$ cat src/rtl/dmem_arbiter_if.sv
// Bus bundle between two data-memory requesters, the arbiter and memory.
// The slave view is the arbiter; the master view is its environment.
interface dmem_arbiter_if;
  logic        m0_req;
  logic        m1_req;
  logic [31:0] m0_addr;
  logic [31:0] m1_addr;
  logic [31:0] m0_wdata;
  logic [31:0] m1_wdata;
  logic [3:0]  m0_wstrb;
  logic [3:0]  m1_wstrb;
  logic        m0_gnt;
  logic        m1_gnt;
  logic        m0_rvalid;
  logic        m1_rvalid;
  logic [31:0] m0_rdata;
  logic [31:0] m1_rdata;
  logic        d_req;
  logic [31:0] d_addr;
  logic [31:0] d_wdata;
  logic [3:0]  d_wstrb;
  logic        d_gnt;
  logic        d_rvalid;
  logic [31:0] d_rdata;
  logic        spurious_resp;

  modport slave (
    input  m0_req, m1_req,
    input  m0_addr, m1_addr,
    input  m0_wdata, m1_wdata,
    input  m0_wstrb, m1_wstrb,
    output m0_gnt, m1_gnt,
    output m0_rvalid, m1_rvalid,
    output m0_rdata, m1_rdata,
    output d_req, d_addr,
    output d_wdata, d_wstrb,
    input  d_gnt, d_rvalid, d_rdata,
    output spurious_resp
  );

  modport master (
    output m0_req, m1_req,
    output m0_addr, m1_addr,
    output m0_wdata, m1_wdata,
    output m0_wstrb, m1_wstrb,
    input  m0_gnt, m1_gnt,
    input  m0_rvalid, m1_rvalid,
    input  m0_rdata, m1_rdata,
    input  d_req, d_addr,
    input  d_wdata, d_wstrb,
    output d_gnt, d_rvalid, d_rdata,
    input  spurious_resp
  );
endinterface

$ cat src/rtl/dmem_arbiter.sv
// Two-requester round-robin data-memory arbiter with a sticky lock and
// an in-order ID FIFO that steers memory responses back to their owner.
module dmem_arbiter #(
  parameter int MAX_OUTST = 2
) (
  input  logic           clk,
  input  logic           reset,
  dmem_arbiter_if.slave  bus
);

  localparam int PW = (MAX_OUTST > 1) ? $clog2(MAX_OUTST) : 1;
  localparam logic [2:0] CMAX = 3'(MAX_OUTST);
  localparam logic [PW-1:0] PLAST = PW'(MAX_OUTST - 1);

  logic [2:0]    count;
  logic [PW-1:0] wptr;
  logic [PW-1:0] rptr;
  logic          fifo [MAX_OUTST];
  logic          prio;
  logic          lock;
  logic          lock_id;
  logic          spur;

  logic sel;
  logic lock_ok;
  logic any_req;
  logic d_req;
  logic hs;
  logic pop;
  logic head;

  function automatic logic [PW-1:0] nxt(input logic [PW-1:0] p);
    return (p == PLAST) ? '0 : p + 1'b1;
  endfunction

  // a locked requester that dropped req loses the lock this very cycle
  assign lock_ok = lock && (lock_id ? bus.m1_req : bus.m0_req);
  assign any_req = bus.m0_req || bus.m1_req;

  always_comb begin
    sel = 1'b0;
    if (lock_ok)
      sel = lock_id;
    else if (bus.m0_req && bus.m1_req)
      sel = prio;
    else if (bus.m1_req)
      sel = 1'b1;
  end

  assign d_req = !reset && any_req && (count != CMAX);
  assign hs    = d_req && bus.d_gnt;
  assign pop   = !reset && bus.d_rvalid && (count != 3'd0);
  assign head  = fifo[rptr];

  assign bus.d_req   = d_req;
  assign bus.d_addr  = !d_req ? 32'd0 :
                       (sel ? bus.m1_addr : bus.m0_addr);
  assign bus.d_wdata = !d_req ? 32'd0 :
                       (sel ? bus.m1_wdata : bus.m0_wdata);
  assign bus.d_wstrb = !d_req ? 4'd0 :
                       (sel ? bus.m1_wstrb : bus.m0_wstrb);

  assign bus.m0_gnt    = hs && !sel;
  assign bus.m1_gnt    = hs && sel;
  assign bus.m0_rvalid = pop && !head;
  assign bus.m1_rvalid = pop && head;
  assign bus.m0_rdata  = bus.m0_rvalid ? bus.d_rdata : 32'd0;
  assign bus.m1_rdata  = bus.m1_rvalid ? bus.d_rdata : 32'd0;
  assign bus.spurious_resp = spur;

  always_ff @(posedge clk) begin
    if (hs)
      fifo[wptr] <= sel;
  end

  always_ff @(posedge clk) begin
    if (reset) begin
      count   <= 3'd0;
      wptr    <= '0;
      rptr    <= '0;
      prio    <= 1'b0;
      lock    <= 1'b0;
      lock_id <= 1'b0;
      spur    <= 1'b0;
    end else begin
      if (hs) begin
        wptr <= nxt(wptr);
        prio <= ~sel;
      end
      if (pop)
        rptr <= nxt(rptr);
      if (hs && !pop)
        count <= count + 3'd1;
      else if (pop && !hs)
        count <= count - 3'd1;
      if (bus.d_rvalid && count == 3'd0)
        spur <= 1'b1;
      if (hs) begin
        lock <= 1'b0;
      end else if (d_req) begin
        lock    <= 1'b1;
        lock_id <= sel;
      end else if (!lock_ok) begin
        lock <= 1'b0;
      end
    end
  end

endmodule

$ cat src/flat_wrapper.sv
// flat-port wrapper written by rule: the top's interface ports become plain ports
module dmem_arbiter_flat 
#(
  parameter int MAX_OUTST = 2
)
  (clk, reset, bus_m0_req, bus_m1_req, bus_m0_addr, bus_m1_addr, bus_m0_wdata, bus_m1_wdata, bus_m0_wstrb, bus_m1_wstrb, bus_m0_gnt, bus_m1_gnt, bus_m0_rvalid, bus_m1_rvalid, bus_m0_rdata, bus_m1_rdata, bus_d_req, bus_d_addr, bus_d_wdata, bus_d_wstrb, bus_d_gnt, bus_d_rvalid, bus_d_rdata, bus_spurious_resp);
  dmem_arbiter_if bus_i ();
  input  logic clk;
  input  logic reset;
  input wire logic [$bits(bus_i.m0_req)-1:0] bus_m0_req;
  input wire logic [$bits(bus_i.m1_req)-1:0] bus_m1_req;
  input wire logic [$bits(bus_i.m0_addr)-1:0] bus_m0_addr;
  input wire logic [$bits(bus_i.m1_addr)-1:0] bus_m1_addr;
  input wire logic [$bits(bus_i.m0_wdata)-1:0] bus_m0_wdata;
  input wire logic [$bits(bus_i.m1_wdata)-1:0] bus_m1_wdata;
  input wire logic [$bits(bus_i.m0_wstrb)-1:0] bus_m0_wstrb;
  input wire logic [$bits(bus_i.m1_wstrb)-1:0] bus_m1_wstrb;
  output wire logic [$bits(bus_i.m0_gnt)-1:0] bus_m0_gnt;
  output wire logic [$bits(bus_i.m1_gnt)-1:0] bus_m1_gnt;
  output wire logic [$bits(bus_i.m0_rvalid)-1:0] bus_m0_rvalid;
  output wire logic [$bits(bus_i.m1_rvalid)-1:0] bus_m1_rvalid;
  output wire logic [$bits(bus_i.m0_rdata)-1:0] bus_m0_rdata;
  output wire logic [$bits(bus_i.m1_rdata)-1:0] bus_m1_rdata;
  output wire logic [$bits(bus_i.d_req)-1:0] bus_d_req;
  output wire logic [$bits(bus_i.d_addr)-1:0] bus_d_addr;
  output wire logic [$bits(bus_i.d_wdata)-1:0] bus_d_wdata;
  output wire logic [$bits(bus_i.d_wstrb)-1:0] bus_d_wstrb;
  input wire logic [$bits(bus_i.d_gnt)-1:0] bus_d_gnt;
  input wire logic [$bits(bus_i.d_rvalid)-1:0] bus_d_rvalid;
  input wire logic [$bits(bus_i.d_rdata)-1:0] bus_d_rdata;
  output wire logic [$bits(bus_i.spurious_resp)-1:0] bus_spurious_resp;
  assign bus_i.m0_req = bus_m0_req;
  assign bus_i.m1_req = bus_m1_req;
  assign bus_i.m0_addr = bus_m0_addr;
  assign bus_i.m1_addr = bus_m1_addr;
  assign bus_i.m0_wdata = bus_m0_wdata;
  assign bus_i.m1_wdata = bus_m1_wdata;
  assign bus_i.m0_wstrb = bus_m0_wstrb;
  assign bus_i.m1_wstrb = bus_m1_wstrb;
  assign bus_m0_gnt = bus_i.m0_gnt;
  assign bus_m1_gnt = bus_i.m1_gnt;
  assign bus_m0_rvalid = bus_i.m0_rvalid;
  assign bus_m1_rvalid = bus_i.m1_rvalid;
  assign bus_m0_rdata = bus_i.m0_rdata;
  assign bus_m1_rdata = bus_i.m1_rdata;
  assign bus_d_req = bus_i.d_req;
  assign bus_d_addr = bus_i.d_addr;
  assign bus_d_wdata = bus_i.d_wdata;
  assign bus_d_wstrb = bus_i.d_wstrb;
  assign bus_i.d_gnt = bus_d_gnt;
  assign bus_i.d_rvalid = bus_d_rvalid;
  assign bus_i.d_rdata = bus_d_rdata;
  assign bus_spurious_resp = bus_i.spurious_resp;
  dmem_arbiter #(.MAX_OUTST(MAX_OUTST)) u_core (.clk(clk), .reset(reset), .bus(bus_i));
endmodule
$ cat config.mk
export PLATFORM = sky130hd
export DESIGN_NAME = dmem_arbiter_flat
export DESIGN_NICKNAME = d
export VERILOG_FILES = /design/src/rtl/dmem_arbiter_if.sv /design/src/rtl/dmem_arbiter.sv /design/src/flat_wrapper.sv
export SDC_FILE = /design/constraint.sdc
export NUM_CORES = 1
export LEC_CHECK = 0
export CAP_MARGIN = 20
export CORE_AREA = 2 2 122 124
export CTS_CLUSTER_SIZE = 28
export DETAILED_ROUTE_END_ITERATION = 10
export DIE_AREA = 0 0 124 126
export MAX_ROUTING_LAYER = met4
export PLACE_DENSITY = 0.65
export RECOVER_POWER = 100
export REMOVE_ABC_BUFFERS = 1
export SLEW_MARGIN = 20
export SYNTH_ARGS = -nofsm -noshare
export SYNTH_HDL_FRONTEND = slang
export SYNTH_SLANG_ARGS = --single-unit
$ cat constraint.sdc
create_clock -name clk -period 6.5 [get_ports clk]
set_input_delay 1.3 -clock clk [delete_from_list [all_inputs] [get_ports clk]]
set_output_delay 1.3 -clock clk [all_outputs]
set_load 0.01 [all_outputs]
; Word level (Yosys, flattened, before mapping)
; Memory sizes are Yosys's and may differ from the RTL's. A register that Yosys moved wholly into a read port is not among the register bits.
; Cells that the tools add are included.
[word_totals]
regBits = 9
latchBits = 0
mem_bits_rw = 2
rom_bits = 0
input_bits = 174
output_inout_bits = 138
elab_cells = 63
memories = 1
[classes]
add_sub_neg = 4
n_mul = 0
div = 0
order_cmp = 0
eq_ne = 2
shift = 0
n_mux = 22
bitwise = 2
reduce_logical = 25
[memory_table]
columns = name, words, word_bits, rd, rd_clocked_by_memory_dff, write_ports, line
row1 = u_core.fifo, 2, 1, 1, 1, 1, dmem_arbiter.sv:18  ; logic fifo [MAX_OUTST];
[op_table]
columns = operator, n
row1 = two-way mux 32 bit, 6
row2 = logical AND 1 bit, 14
row3 = two-way mux 1 bit, 12
row4 = two-way mux 4 bit, 2
row5 = two-way mux 3 bit, 2
row6 = logical NOT 1 bit, 5
row7 = adder 3 x 1 -> 3 bit (second input constant), 1
row8 = logical NOT 3 bit, 1
row9 = inequality test 3 x 2 -> 1 bit (second input constant), 1
row10 = nonzero test 3 bit, 1
row11 = subtractor 3 x 1 -> 3 bit (second input constant), 1
row12 = adder 1 bit (second input constant), 2
row13 = inequality test 2 bit (second input constant), 1
row14 = NOT 1 bit, 2
row15 = AND reduction 2 bit, 1
row16 = nonzero test 2 bit, 1
row17 = OR reduction 2 bit, 1
row18 = logical OR 1 bit, 1

; Longest topological paths before layout
; Gate-level depths: netlist (run 1).
[depth]
word_depth = 8
depth_mapped = 12
ltp_nobuf = 9

; Worst setup path before layout (run 1)
; Ideal clock, no wire load.
[synth_timing]
path_kind = input -> output
start = in reset
end = out bus_d_addr[12]
arrival_ns = 2.278
required_time_ns = 5.200
setup_slack_ns = 2.922
stages = 5
path_buffers = 2
path_cell_list = o21ba_2 -> buf_4 -> clkbuf_1 -> nand3_1 -> mux2i_1
[synth_between]
elab_chain_cells = 4
[synth_rtl]
columns = item, line
row1 = start: declaration, flat_wrapper.sv:9  ; input logic reset;
row2 = logical NOT 1 bit, dmem_arbiter.sv:50  ; assign d_req = !reset && any_req && (count != CMAX);
row3 = logical AND 1 bit (2 in a row), dmem_arbiter.sv:50
row4 = two-way mux 32 bit, dmem_arbiter.sv:56  ; assign bus.d_addr = !d_req ? 32'd0 :
row5 = end: declaration, flat_wrapper.sv:25  ; output wire logic [$bits(bus_i.d_addr)-1:0] bus_d_addr;
; No other way between the ends.

; Final worst setup path (run 1)
[layout_timing]
start = in reset
end = out bus_d_wdata[29]
[layout_between]
elab_chain_cells = 4
[layout_rtl]
columns = item, line
row1 = logical NOT 1 bit, dmem_arbiter.sv:50
row2 = logical AND 1 bit (2 in a row), dmem_arbiter.sv:50
row3 = two-way mux 32 bit, dmem_arbiter.sv:58  ; assign bus.d_wdata = !d_req ? 32'd0 :
row4 = end: declaration, flat_wrapper.sv:26  ; output wire logic [$bits(bus_i.d_wdata)-1:0] bus_d_wdata;
; No other way between the ends.

==> flow_summary_export.csv, run 1 <==
group,metric,value,unit
logic_synthesis,syn_area,0.00287,sq mm
placement,port_buffers,311,
logic_synthesis,synth-main-ff-cell,"sky130_fd_sc_hd__dfxtp_1",
logic_synthesis,syn_inst,374,
cts,clock_latency,0.24,ns
route,drt_iter0_markers,80,
outcome,status,"completed",
power_and_ir_drop,leakagePower,2.42,nW
worst_setup_path,timing.critical_path.max_delay_family,"buffers and inverters",
logic_synthesis,synth-edff-count,2,
flow_run,cap_violations,0,
cts,cts.repair_timing.setup_buffer_count,0,
placement,place.gp.congestion,0.837,
timing,layout_worst_path_cycle_share,88.4,%
die,placeable_core_area,0.0143,sq mm
global_routing,grt_max_degree,66,
cells_and_area,drive_gt1_share,8.76,%
timing,transition_time_at_the_pin_with_the_least_slew_margin,1.05,ns
logic_synthesis,synth_cell_types,36,
logic_synthesis,yosys-top-cells-count,"sky130_fd_sc_hd__nand3_1, sky130_fd_sc_hd__mux2i_1, sky130_fd_sc_hd__and2_1, sky130_fd_sc_hd__nand3_2, sky130_fd_sc_hd__buf_2",
worst_setup_path,worst-path-buf-inv,3,
worst_setup_path,timing.critical_path.from,"reset",
global_routing,antenna_found_initial,1,
die,initial_utilization,20.1,%
placement,post-dp-hpwl,9840,um
route,route.detailed.wl_per_inst,14.5,um
placement,placed_cells_incl_taps,831,
global_routing,grt.total_usage,14.6,%
logic_synthesis,synth-seq-area-share,9.06,%
worst_setup_path,timing.critical_path.arrival,4.45,ns
worst_setup_path,timing.critical_path.fanout_max,45,
power_and_ir_drop,power_density,134,mW/mm^2
cts,clock_tree.root_cell,"sky130_fd_sc_hd__clkbuf_16",
logic_synthesis,ys_seq_elements,12,
die,die_w,124,um
cts,number_of_sinks_on_the_clock_net,12,
timing,finalSetupViolCount,0,
route,dr.pass1.iters,5,
timing,final_max_slew_viol_count,0,
global_routing,grt_overflow_total,0,
power_and_ir_drop,pwr-share-seq,12.9,%
worst_setup_path,setup.worst_path.start_class,"input pin",
logic_synthesis,synth_area_leaders,"sky130_fd_sc_hd__mux2i_1, sky130_fd_sc_hd__nand3_1, sky130_fd_sc_hd__and2_1",
cells_and_area,fillers,1447,
cells_and_area,final_cell_area,0.00608,sq mm
timing,fin_crit,5.75,ns
timing,finClkSkew,0.00223,ns
worst_setup_path,critPathKind,"input pin to primary output",
worst_setup_path,crit_path_frequent_cell,"sky130_fd_sc_hd__dlygate4sd3_1",
power_and_ir_drop,worst_ir_drop_vdd,0.0833,mV
worst_setup_path,timing.critical_path.cells,"dlygate4sd3_1 -> o21ba_4 -> clkbuf_2 -> nand3_1 -> mux2i_1 -> dlygate4sd3_1",
cts,cts-resized-gates,0,
logic_synthesis,synth_most_common_cell,"sky130_fd_sc_hd__nand3_1",
power_and_ir_drop,cell_internal_pwr,0.000481,W
die,placement_rows,44,
cts,cts_buffers,3,
timing,timing.setup.tns,0,ns
cts,clkTransAtPathRegs,0.04,ns
route,detail-route-antenna-nets,0,
power_and_ir_drop,clock_power_share,14.0,%
timing,achievable_clock_frequency,174,MHz
worst_hold_path,holdCritStartpoint,"u_core.bus.spurious_resp",
placement,placedInstanceArea,0.00601,sq mm
global_routing,grt_first_pass_wirelength,18100,um
route,routed_wirelength,12100,um
worst_setup_path,worst_r2r_startpoint,"u_core.count[0]",
logic_synthesis,synth_top_cell_area_share,24.7,%
die,die_h,126,um
logic_synthesis,ys_async_sr_fraction,0,%
route,detail_route.drc_violations,0,
cells_and_area,layout.nets,828,
die,design.portCount,312,
timing,final-hold-violation-count,0,
worst_setup_path,cp-end-kind,"primary output",
logic_synthesis,warnings_synthesis,0,
logic_synthesis,netlist.top_cell.by_area,"sky130_fd_sc_hd__mux2i_1",
cts,cts_tree,"done",
global_routing,grt_pass1_vias,3748,
power_and_ir_drop,power_frac_comb,73.2,%
cells_and_area,finalNonFillerCells,836,
die,floorplan.die_area,0.0156,sq mm
worst_hold_path,hp-class,"flip-flop to flip-flop",
worst_setup_path,worst_ep_required_time,5.20,ns
cts,clk_path_buf_depth,2,
cells_and_area,syn2layout_area_growth,112,%
route,via_count,3797,
worst_setup_path,critPathMaxStageDelay,0.81,ns
power_and_ir_drop,total_switching_power,0.000336,W
power_and_ir_drop,power.share.switching,41.1,%
power_and_ir_drop,report.power.total,0.000817,W
timing,worst_slew_margin_rel,30.2,%
cts,h-tree-depth,1,
logic_synthesis,syn-mean-instance-area,7.68,sq um
route,vias_per_cell,4.54,
timing,unrepaired_setup_endpoints_after_global_routing,"no",
cts,cts_hold_buf,0,
worst_setup_path,critPathSlowestCell,"sky130_fd_sc_hd__clkbuf_2",
cells in the final DEF (no fill, tap or decap), types with 2 or more instances in the layout:
master	count
sky130_fd_sc_hd__and2_0	45
sky130_fd_sc_hd__buf_12	2
sky130_fd_sc_hd__edfxtp_1	2
sky130_fd_sc_hd__a21oi_1	4
sky130_fd_sc_hd__dlygate4sd3_1	91
sky130_fd_sc_hd__clkbuf_1	2
sky130_fd_sc_hd__mux2i_1	71
sky130_fd_sc_hd__clkbuf_16	3
sky130_fd_sc_hd__and3_1	2
sky130_fd_sc_hd__nand3_2	40
sky130_fd_sc_hd__clkdlybuf4s50_1	220
sky130_fd_sc_hd__o31ai_1	2
sky130_fd_sc_hd__inv_1	4
sky130_fd_sc_hd__dfxtp_1	10
sky130_fd_sc_hd__and2_1	19
sky130_fd_sc_hd__nor2_1	7
sky130_fd_sc_hd__mux2_2	2
sky130_fd_sc_hd__nand3_1	98
sky130_fd_sc_hd__xor2_1	3
sky130_fd_sc_hd__buf_4	3
kinds of logic (layout without fill, tap and decap cells):
family	Yosys count	after routing	synth area share, %
and+or+nand+nor	221	221	49.0
buffers and inverters	50	327	11.3
other	0	1	0
DFF	12	12	9.06
xor gates and xnor gates	3	3	0.915
adders and majority gates	2	2	1.13
muxes	73	73	25.5
AOI/OAI and AO/OA	13	13	3.05
final cells by class:
class	count	area [sq um]	area share, %
clock buffers	3	75.1	1.23
inverters	4	15.0	0.247
clock inverters	1	3.75	0.0617
diodes	1	2.50	0.0412
well taps	184	230	3.79
repair buffers	319	3190	52.4
multi-input cells	312	2310	37.9
flip-flops and latches	12	260	4.28
through the flow:
step	hold WS, ns	setup slack (ns)	utilization [%]
after floorplan	0.446	-4.39	-
after global placement	0.455	1.28	42.0
after detailed placement	0.461	1.20	42.0
after CTS	0.475	1.19	42.5
after global routing	0.504	0.547	42.5
final	0.465	0.753	42.5
state kept, by name, indices dropped and copies added, names as in the netlist, named ones only:
name                      flops
u_core.prio                   1
u_core.bus.spurious_resp      1
u_core.count                  3
u_core.lock_id                1
u_core.rptr                   1
u_core.lock                   1
u_core.wptr                   1
u_core.fifo                   2
per-layer routing:
| layer | global-route usage (%) | routed length [um] | part of all wire, % |
|---|---|---|---|
| met1 | 14.2 | 4230 | 35 |
| met2 | 28.5 | 6250 | 52 |
| met4 | 3.70 | 242 | 2.0 |
| met3 | 3.31 | 1370 | 11 |
| met5 | - | 0 | 0 |
power by group through the flow:
| stage | Sequential (W) | Combinational, W | Clock, W |
|---|---|---|---|
| final | 0.000105 | 0.000598 | 0.000114 |
| after global routing | 0.000108 | 0.000653 | 0.000118 |
| after CTS | 0.000105 | 0.000634 | 0.000116 |
| after detailed placement | 0.000106 | 0.000630 | 0 |
| after global placement | 0.000105 | 0.000621 | 0 |
| after floorplan | 0.000104 | 0.000329 | 0 |
worst reg2reg max path, stage by stage, from the launching register on:
cell and delay [ns]:
sky130_fd_sc_hd__dfxtp_1 0.45, sky130_fd_sc_hd__or3b_4 0.66, sky130_fd_sc_hd__nand3_1 0.19, sky130_fd_sc_hd__inv_1 0.09, sky130_fd_sc_hd__ha_1 0.17, sky130_fd_sc_hd__inv_1 0.07
sky130_fd_sc_hd__fa_1 0.44, sky130_fd_sc_hd__xor2_1 0.18, sky130_fd_sc_hd__or3_1 0.30, sky130_fd_sc_hd__a21oi_1 0.15
final timing paths:
kind,endpoint,slack (ns),cells past startpoint
setup / recovery,bus_d_wdata[29],0.75,6
hold / removal,u_core.bus.spurious_resp,0.46,2
setup reg to reg,u_core.count[2],3.72,9
hold reg to reg,u_core.bus.spurious_resp,0.46,2
Power figures use the tool's default switching activity.
==> run 2: changes to the inputs <==
--- a/config.mk
+++ b/config.mk
@@ -5,6 +5,7 @@
 export SDC_FILE = /design/constraint.sdc
 export NUM_CORES = 1
 export LEC_CHECK = 0
+export ABC_CLOCK_PERIOD_IN_PS = 7100
 export CAP_MARGIN = 20
 export CORE_AREA = 2 2 122 124
 export CTS_CLUSTER_SIZE = 28
==> constraint.sdc (replaced) <==
create_clock -name clk -period 7.1 [get_ports clk]
set_input_delay 1.42 -clock clk [delete_from_list [all_inputs] [get_ports clk]]
set_output_delay 1.42 -clock clk [all_outputs]
set_load 0.01 [all_outputs]
==> run 2 against run 1 <==
  * Register-to-register slack improved by 0.75 ns
  * The flow now finishes with violations (capacitance limit, slew limit)
  * Global-route usage grew 0.076 points
  * Power shrank 7.0%
==> flow_summary_export.csv, run 2 (synthesized netlist as in run 1, its figures left out) <==
group,metric,value,unit
outcome,status,"finished with violations",
outcome,failed_checks,"capacitance limit, slew limit",
global_routing,antenna_found_initial,1,
cts,clkTransAtPathRegs,0.04,ns
timing,transition_time_at_the_pin_with_the_least_slew_margin,1.67,ns
die,placeable_core_area,0.0143,sq mm
cts,h-tree-depth,1,
global_routing,grt_pass1_vias,3781,
cts,cts_hold_buf,0,
cells_and_area,most_common_cell_after_layout_fill_and_taps_aside,"sky130_fd_sc_hd__clkdlybuf4s50_1",
timing,finalSetupViolCount,0,
die,initial_utilization,20.1,%
route,detail-route-antenna-nets,0,
die,die_h,126,um
cts,cts_buffers,3,
cells_and_area,top_register,"u_core.count",
cts,cts-resized-gates,0,
cts,cts.repair_timing.setup_buffer_count,0,
timing,finClkSkew,0.00209,ns
power_and_ir_drop,leakagePower,2.42,nW
worst_hold_path,hp-class,"flip-flop to flip-flop",
placement,port_buffers,311,
worst_setup_path,setup.worst_path.start_class,"input pin",
power_and_ir_drop,power_density,125,mW/mm^2
cts,clock_tree.root_cell,"sky130_fd_sc_hd__clkbuf_16",
route,vias_per_cell,4.57,
power_and_ir_drop,worst_ir_drop_vdd,0.0656,mV
die,placement_rows,44,
cells_and_area,drive_gt1_share,8.74,%
route,drt_iter0_markers,87,
timing,layout_worst_path_cycle_share,83.0,%
flow_run,cap_violations,2,
cts,clock_latency,0.24,ns
die,die_w,124,um
cells_and_area,final_cell_mix,"sky130_fd_sc_hd__clkdlybuf4s50_1, sky130_fd_sc_hd__nand3_1, sky130_fd_sc_hd__dlygate4sd3_1",
cells_and_area,finish.utilization,42.6,%
cells_and_area,layout_top_registers,"u_core.count (3), u_core.fifo (2)",
timing,unrepaired_setup_endpoints_after_global_routing,"no",
worst_setup_path,worst_ep_required_time,5.68,ns
worst_setup_path,timing.critical_path.arrival,4.47,ns
cts,cts_tree,"done",
route,routed_wirelength,12300,um
cells_and_area,max_ffs_per_register,3,
route,dr.pass1.iters,5,
cells_and_area,layout.nets,829,
worst_setup_path,cp-end-kind,"primary output",
global_routing,grt_first_pass_wirelength,18100,um
route,via_count,3825,
global_routing,grt_max_degree,91,
worst_setup_path,critPathKind,"input pin to primary output",
global_routing,grt_overflow_total,0,
cts,clk_path_buf_depth,2,
route,detail_route.drc_violations,0,
timing,fin_crit,5.89,ns
timing,worst_slew_margin_rel,-11.0,%
placement,post-dp-hpwl,9820,um
cts,number_of_sinks_on_the_clock_net,12,
timing,final_max_slew_viol_count,76,
timing,final-hold-violation-count,0,
die,floorplan.die_area,0.0156,sq mm
global_routing,grt.total_usage,14.7,%
route,route.detailed.wl_per_inst,14.6,um
die,design.portCount,312,
cells_and_area,syn2layout_area_growth,112,%
worst_setup_path,timing.critical_path.fanout_max,53,
timing,achievable_clock_frequency,170,MHz
placement,place.gp.congestion,0.816,
placement,placed_cells_incl_taps,831,
cells_and_area,finalNonFillerCells,837,
-- run 2: cell types whose count changed in the layout (fill, tap and decap cells not counted), sizes merged --
cell and delta:
clkbuf +1
-- run 2: worst paths after layout --
| check | slack [ns] | startpoint | endpoint | depth (start not counted) |
|---|---|---|---|---|
| worst max register to register | 4.47 | u_core.count[0] | u_core.count[2] | 9 |
| worst min-delay path | 0.47 | u_core.bus.spurious_resp | u_core.bus.spurious_resp | 2 |
| worst min register to register | 0.47 | u_core.bus.spurious_resp | u_core.bus.spurious_resp | 2 |
| worst max-delay path | 1.21 | bus_m1_req | bus_d_addr[10] | 5 |
-- run 2: area by class of cell --
type | count | area, sq um
fillers | 1440 | 8220
multi-input cells | 312 | 2310
well taps | 184 | 230
flip-flops and latches | 12 | 260
clock inverters | 1 | 3.75
repair buffers | 320 | 3200
inverters | 4 | 15.0
diodes | 1 | 2.50
clock buffers | 3 | 75.1
-- run 2: report_power, final --
part	internal, W	switching, W	total (W)
registers	0.0000835	0.0000128	0.0000964
clock network	0.0000741	0.0000297	0.000104
logic	0.000291	0.000268	0.000559
total	0.000449	0.000311	0.000759
-- run 2: through the flow --
stage | TNS, ns | setup slack, ns | total power (W) | hold WS [ns] | cell area (sq um)
global placement | 0 | 1.63 | 0.000662 | 0.454 | 6000
CTS | 0 | 1.54 | 0.000782 | 0.482 | 6080
floorplan | -293.32 | -4.03 | 0.000396 | 0.446 | 2560
global route | 0 | 1.02 | 0.000817 | 0.491 | 6090
detailed placement | 0 | 1.57 | 0.000674 | 0.467 | 6000
finish | 0 | 1.21 | 0.000759 | 0.467 | 6090
-- run 2: layer usage --
layer / global-route usage (%) / routed length [um] / share of wire [%] / vias up
met5: - / 0 / 0 / -
met4: 3.37 / 197 / 1.6 / 0
met3: 3.35 / 1260 / 10 / 12
met2: 29.0 / 6450 / 53 / 200
met1: 14.2 / 4340 / 35 / 1732
li1: - / - / - / 1881
-- run 2: critical path: stages --
cell and delay, ns:
sky130_fd_sc_hd__dlygate4sd3_1 0.61, sky130_fd_sc_hd__a21boi_4 0.20, sky130_fd_sc_hd__clkbuf_2 1.19, sky130_fd_sc_hd__mux2i_1 0.30, sky130_fd_sc_hd__dlygate4sd3_1 0.67
==> run 3: changes to the inputs <==
--- a/config.mk
+++ b/config.mk
@@ -5,14 +5,14 @@
 export SDC_FILE = /design/constraint.sdc
 export NUM_CORES = 1
 export LEC_CHECK = 0
-export ABC_CLOCK_PERIOD_IN_PS = 7100
+export ABC_CLOCK_PERIOD_IN_PS = 5000
 export CAP_MARGIN = 20
 export CORE_AREA = 2 2 122 124
 export CTS_CLUSTER_SIZE = 28
 export DETAILED_ROUTE_END_ITERATION = 10
 export DIE_AREA = 0 0 124 126
 export MAX_ROUTING_LAYER = met4
-export PLACE_DENSITY = 0.65
+export PLACE_DENSITY = 0.67
 export RECOVER_POWER = 100
 export REMOVE_ABC_BUFFERS = 1
 export SLEW_MARGIN = 20
==> constraint.sdc (replaced) <==
create_clock -name clk -period 5 [get_ports clk]
set_input_delay 1 -clock clk [delete_from_list [all_inputs] [get_ports clk]]
set_output_delay 1 -clock clk [all_outputs]
set_load 0.01 [all_outputs]
==> run 3 against run 2 <==
  * The flow now finishes without violations
  * Clock skew about the same
  * Design area is 0.31% higher
  * Combinational power rose by 42%
  * Die area is the same
  * Critical path type unchanged
  * Largest cell class unchanged
  * Largest power group unchanged
  * Highest routed layer unchanged
==> flow_summary_export.csv, run 3 (synthesized netlist as in run 1, its figures left out) <==
group,metric,value,unit
outcome,status,"completed",
flow_run,cap_violations,0,
power_and_ir_drop,power_density,176,mW/mm^2
cells_and_area,top_register,"u_core.count",
route,vias_per_cell,4.55,
worst_setup_path,critPathSlowestCell,"sky130_fd_sc_hd__dlygate4sd3_1",
cells_and_area,max_ffs_per_register,3,
global_routing,antenna_found_initial,0,
global_routing,grt.total_usage,15.0,%
route,route.detailed.wl_per_inst,14.7,um
cells_and_area,layout.nets,830,
timing,achievable_clock_frequency,221,MHz
worst_setup_path,flop_to_flop_setup_slack,2.03,ns
timing,finClkSkew,0.00228,ns
worst_setup_path,timing.rr.end,"u_core.count[2]",
worst_setup_path,critPathMaxStageDelay,0.60,ns
cts,cts_hold_buf,0,
cts,clkTransAtPathRegs,0.04,ns
route,routed_wirelength,12300,um
die,design.portCount,312,
cts,clock_tree.root_cell,"sky130_fd_sc_hd__clkbuf_16",
global_routing,grt_overflow_total,0,
die,placement_rows,44,
global_routing,grt_first_pass_wirelength,18300,um
die,initial_utilization,20.1,%
die,floorplan.die_area,0.0156,sq mm
timing,fin_crit,4.53,ns
worst_setup_path,critPathKind,"input pin to primary output",
cts,number_of_sinks_on_the_clock_net,12,
worst_setup_path,worst_ep_required_time,4.00,ns
cts,cts_tree,"done",
worst_hold_path,holdPathEnd,"u_core.bus.spurious_resp",
cts,cts.repair_timing.setup_buffer_count,0,
timing,unrepaired_setup_endpoints_after_global_routing,"no",
worst_setup_path,timing.critical_path.fanout_max,35,
worst_setup_path,reg2reg_depth,9,
timing,setup_ws,0.473,ns
worst_setup_path,setup.worst_path.start_class,"input pin",
power_and_ir_drop,worst_ir_drop_vdd,0.109,mV
worst_hold_path,hp-class,"flip-flop to flip-flop",
placement,port_buffers,311,
route,detail_route.drc_violations,0,
timing,transition_time_at_the_pin_with_the_least_slew_margin,0.941,ns
timing,worst_slew_margin_rel,37.2,%
cells_and_area,layout_top_registers,"u_core.count (3), u_core.fifo (2)",
power_and_ir_drop,report.power.total,0.00108,W
cts,clk_path_buf_depth,2,
route,detail-route-antenna-nets,0,
cts,clock_latency,0.24,ns
route,via_count,3806,
placement,place.gp.congestion,0.792,
worst_setup_path,cp-end-kind,"primary output",
worst_setup_path,timing.critical_path.arrival,3.53,ns
timing,finalSetupViolCount,0,
worst_setup_path,worst_r2r_startpoint,"u_core.count[0]",
timing,timing.setup.tns,0,ns
cells_and_area,drive_gt1_share,9.04,%
timing,final-hold-violation-count,0,
cells_and_area,most_common_cell_after_layout_fill_and_taps_aside,"sky130_fd_sc_hd__clkdlybuf4s50_1",
timing,tightest_hold_margin,0.483,ns
power_and_ir_drop,leakagePower,2.49,nW
worst_setup_path,timing.critical_path.cells,"dlygate4sd3_1 -> a21boi_0 -> buf_4 -> mux2i_1 -> clkdlybuf4s50_1",
route,drt_iter0_markers,89,
placement,post-dp-hpwl,9870,um
cts,cts-resized-gates,0,
cells_and_area,insertedDiodeCount,0,
cells_and_area,syn2layout_area_growth,113,%
die,placeable_core_area,0.0143,sq mm
route,dr.pass1.iters,5,
global_routing,grt_pass1_vias,3740,
die,die_h,126,um
cts,h-tree-depth,1,
cells_and_area,final_cell_mix,"sky130_fd_sc_hd__clkdlybuf4s50_1, sky130_fd_sc_hd__nand3_1, sky130_fd_sc_hd__dlygate4sd3_1",
global_routing,grt_max_degree,71,
placement,post-place-ws,0.786,ns
timing,final_max_slew_viol_count,0,
cts,cts_buffers,3,
timing,layout_worst_path_cycle_share,90.5,%
worst_hold_path,holdCritStartpoint,"u_core.bus.spurious_resp",
die,die_w,124,um
worst_hold_path,min_path_cells,2,
## run 3: cell types whose count changed in the layout (fill, tap and decap cells not counted), moves of 2 or more
cell                              delta
sky130_fd_sc_hd__buf_12              +3
sky130_fd_sc_hd__clkdlybuf4s50_1     -5
sky130_fd_sc_hd__and2_1             +33
sky130_fd_sc_hd__clkbuf_1            -2
sky130_fd_sc_hd__and2_0             -33
sky130_fd_sc_hd__dlygate4sd3_1       +5
## run 3: cell type report
cell class	count	area [sq um]
clock inverters	1	3.75
multi-input cells	312	2290
inverters	4	15.0
well taps	184	230
clock buffers	3	75.1
flip-flops and latches	12	260
repair buffers	321	3230
fillers	1408	8200
## run 3: metrics by stage
step	instances	util, %	instance area [sq um]
finish	837	42.7	6110
global route	837	42.7	6110
CTS	837	42.8	6130
detailed placement	833	42.3	6050
global placement	833	42.3	6050
floorplan	328	-	2560
## run 3: power by group
group	switching [W]	total (W)	leakage [nW]	internal, W
clock network	0.0000406	0.000146	0.0385	0.000105
registers	0.0000181	0.000137	0.101	0.000119
logic	0.000382	0.000796	2.35	0.000415
## run 3: how the worst max path moves through the flow
stage | startpoint | to | cells past startpoint
floorplan | bus_m1_req | bus_d_addr[0] | 2
global placement | bus_m1_req | bus_d_addr[2] | 5
detailed placement | bus_m1_req | bus_d_addr[2] | 5
CTS | bus_m1_req | bus_d_addr[2] | 5
global route | bus_m1_req | bus_d_wdata[24] | 5
finish | bus_m1_req | bus_d_addr[2] | 5
## run 3: layer usage
layer  GRT usage (%)  vias to the layer above  share of wire [%]
li1                -                     1888                  -
met1            15.8                     1703                 37
met2            28.6                      203                 52
met3            2.17                       12                8.9
met4            4.03                        0                1.7
met5               -                        -                  0
## run 3: critical path: cells and delay by family
family | cells | cell delay, ns
compound gates | 1 | 0.41
buf+inv | 3 | 1.73
mux | 1 | 0.34
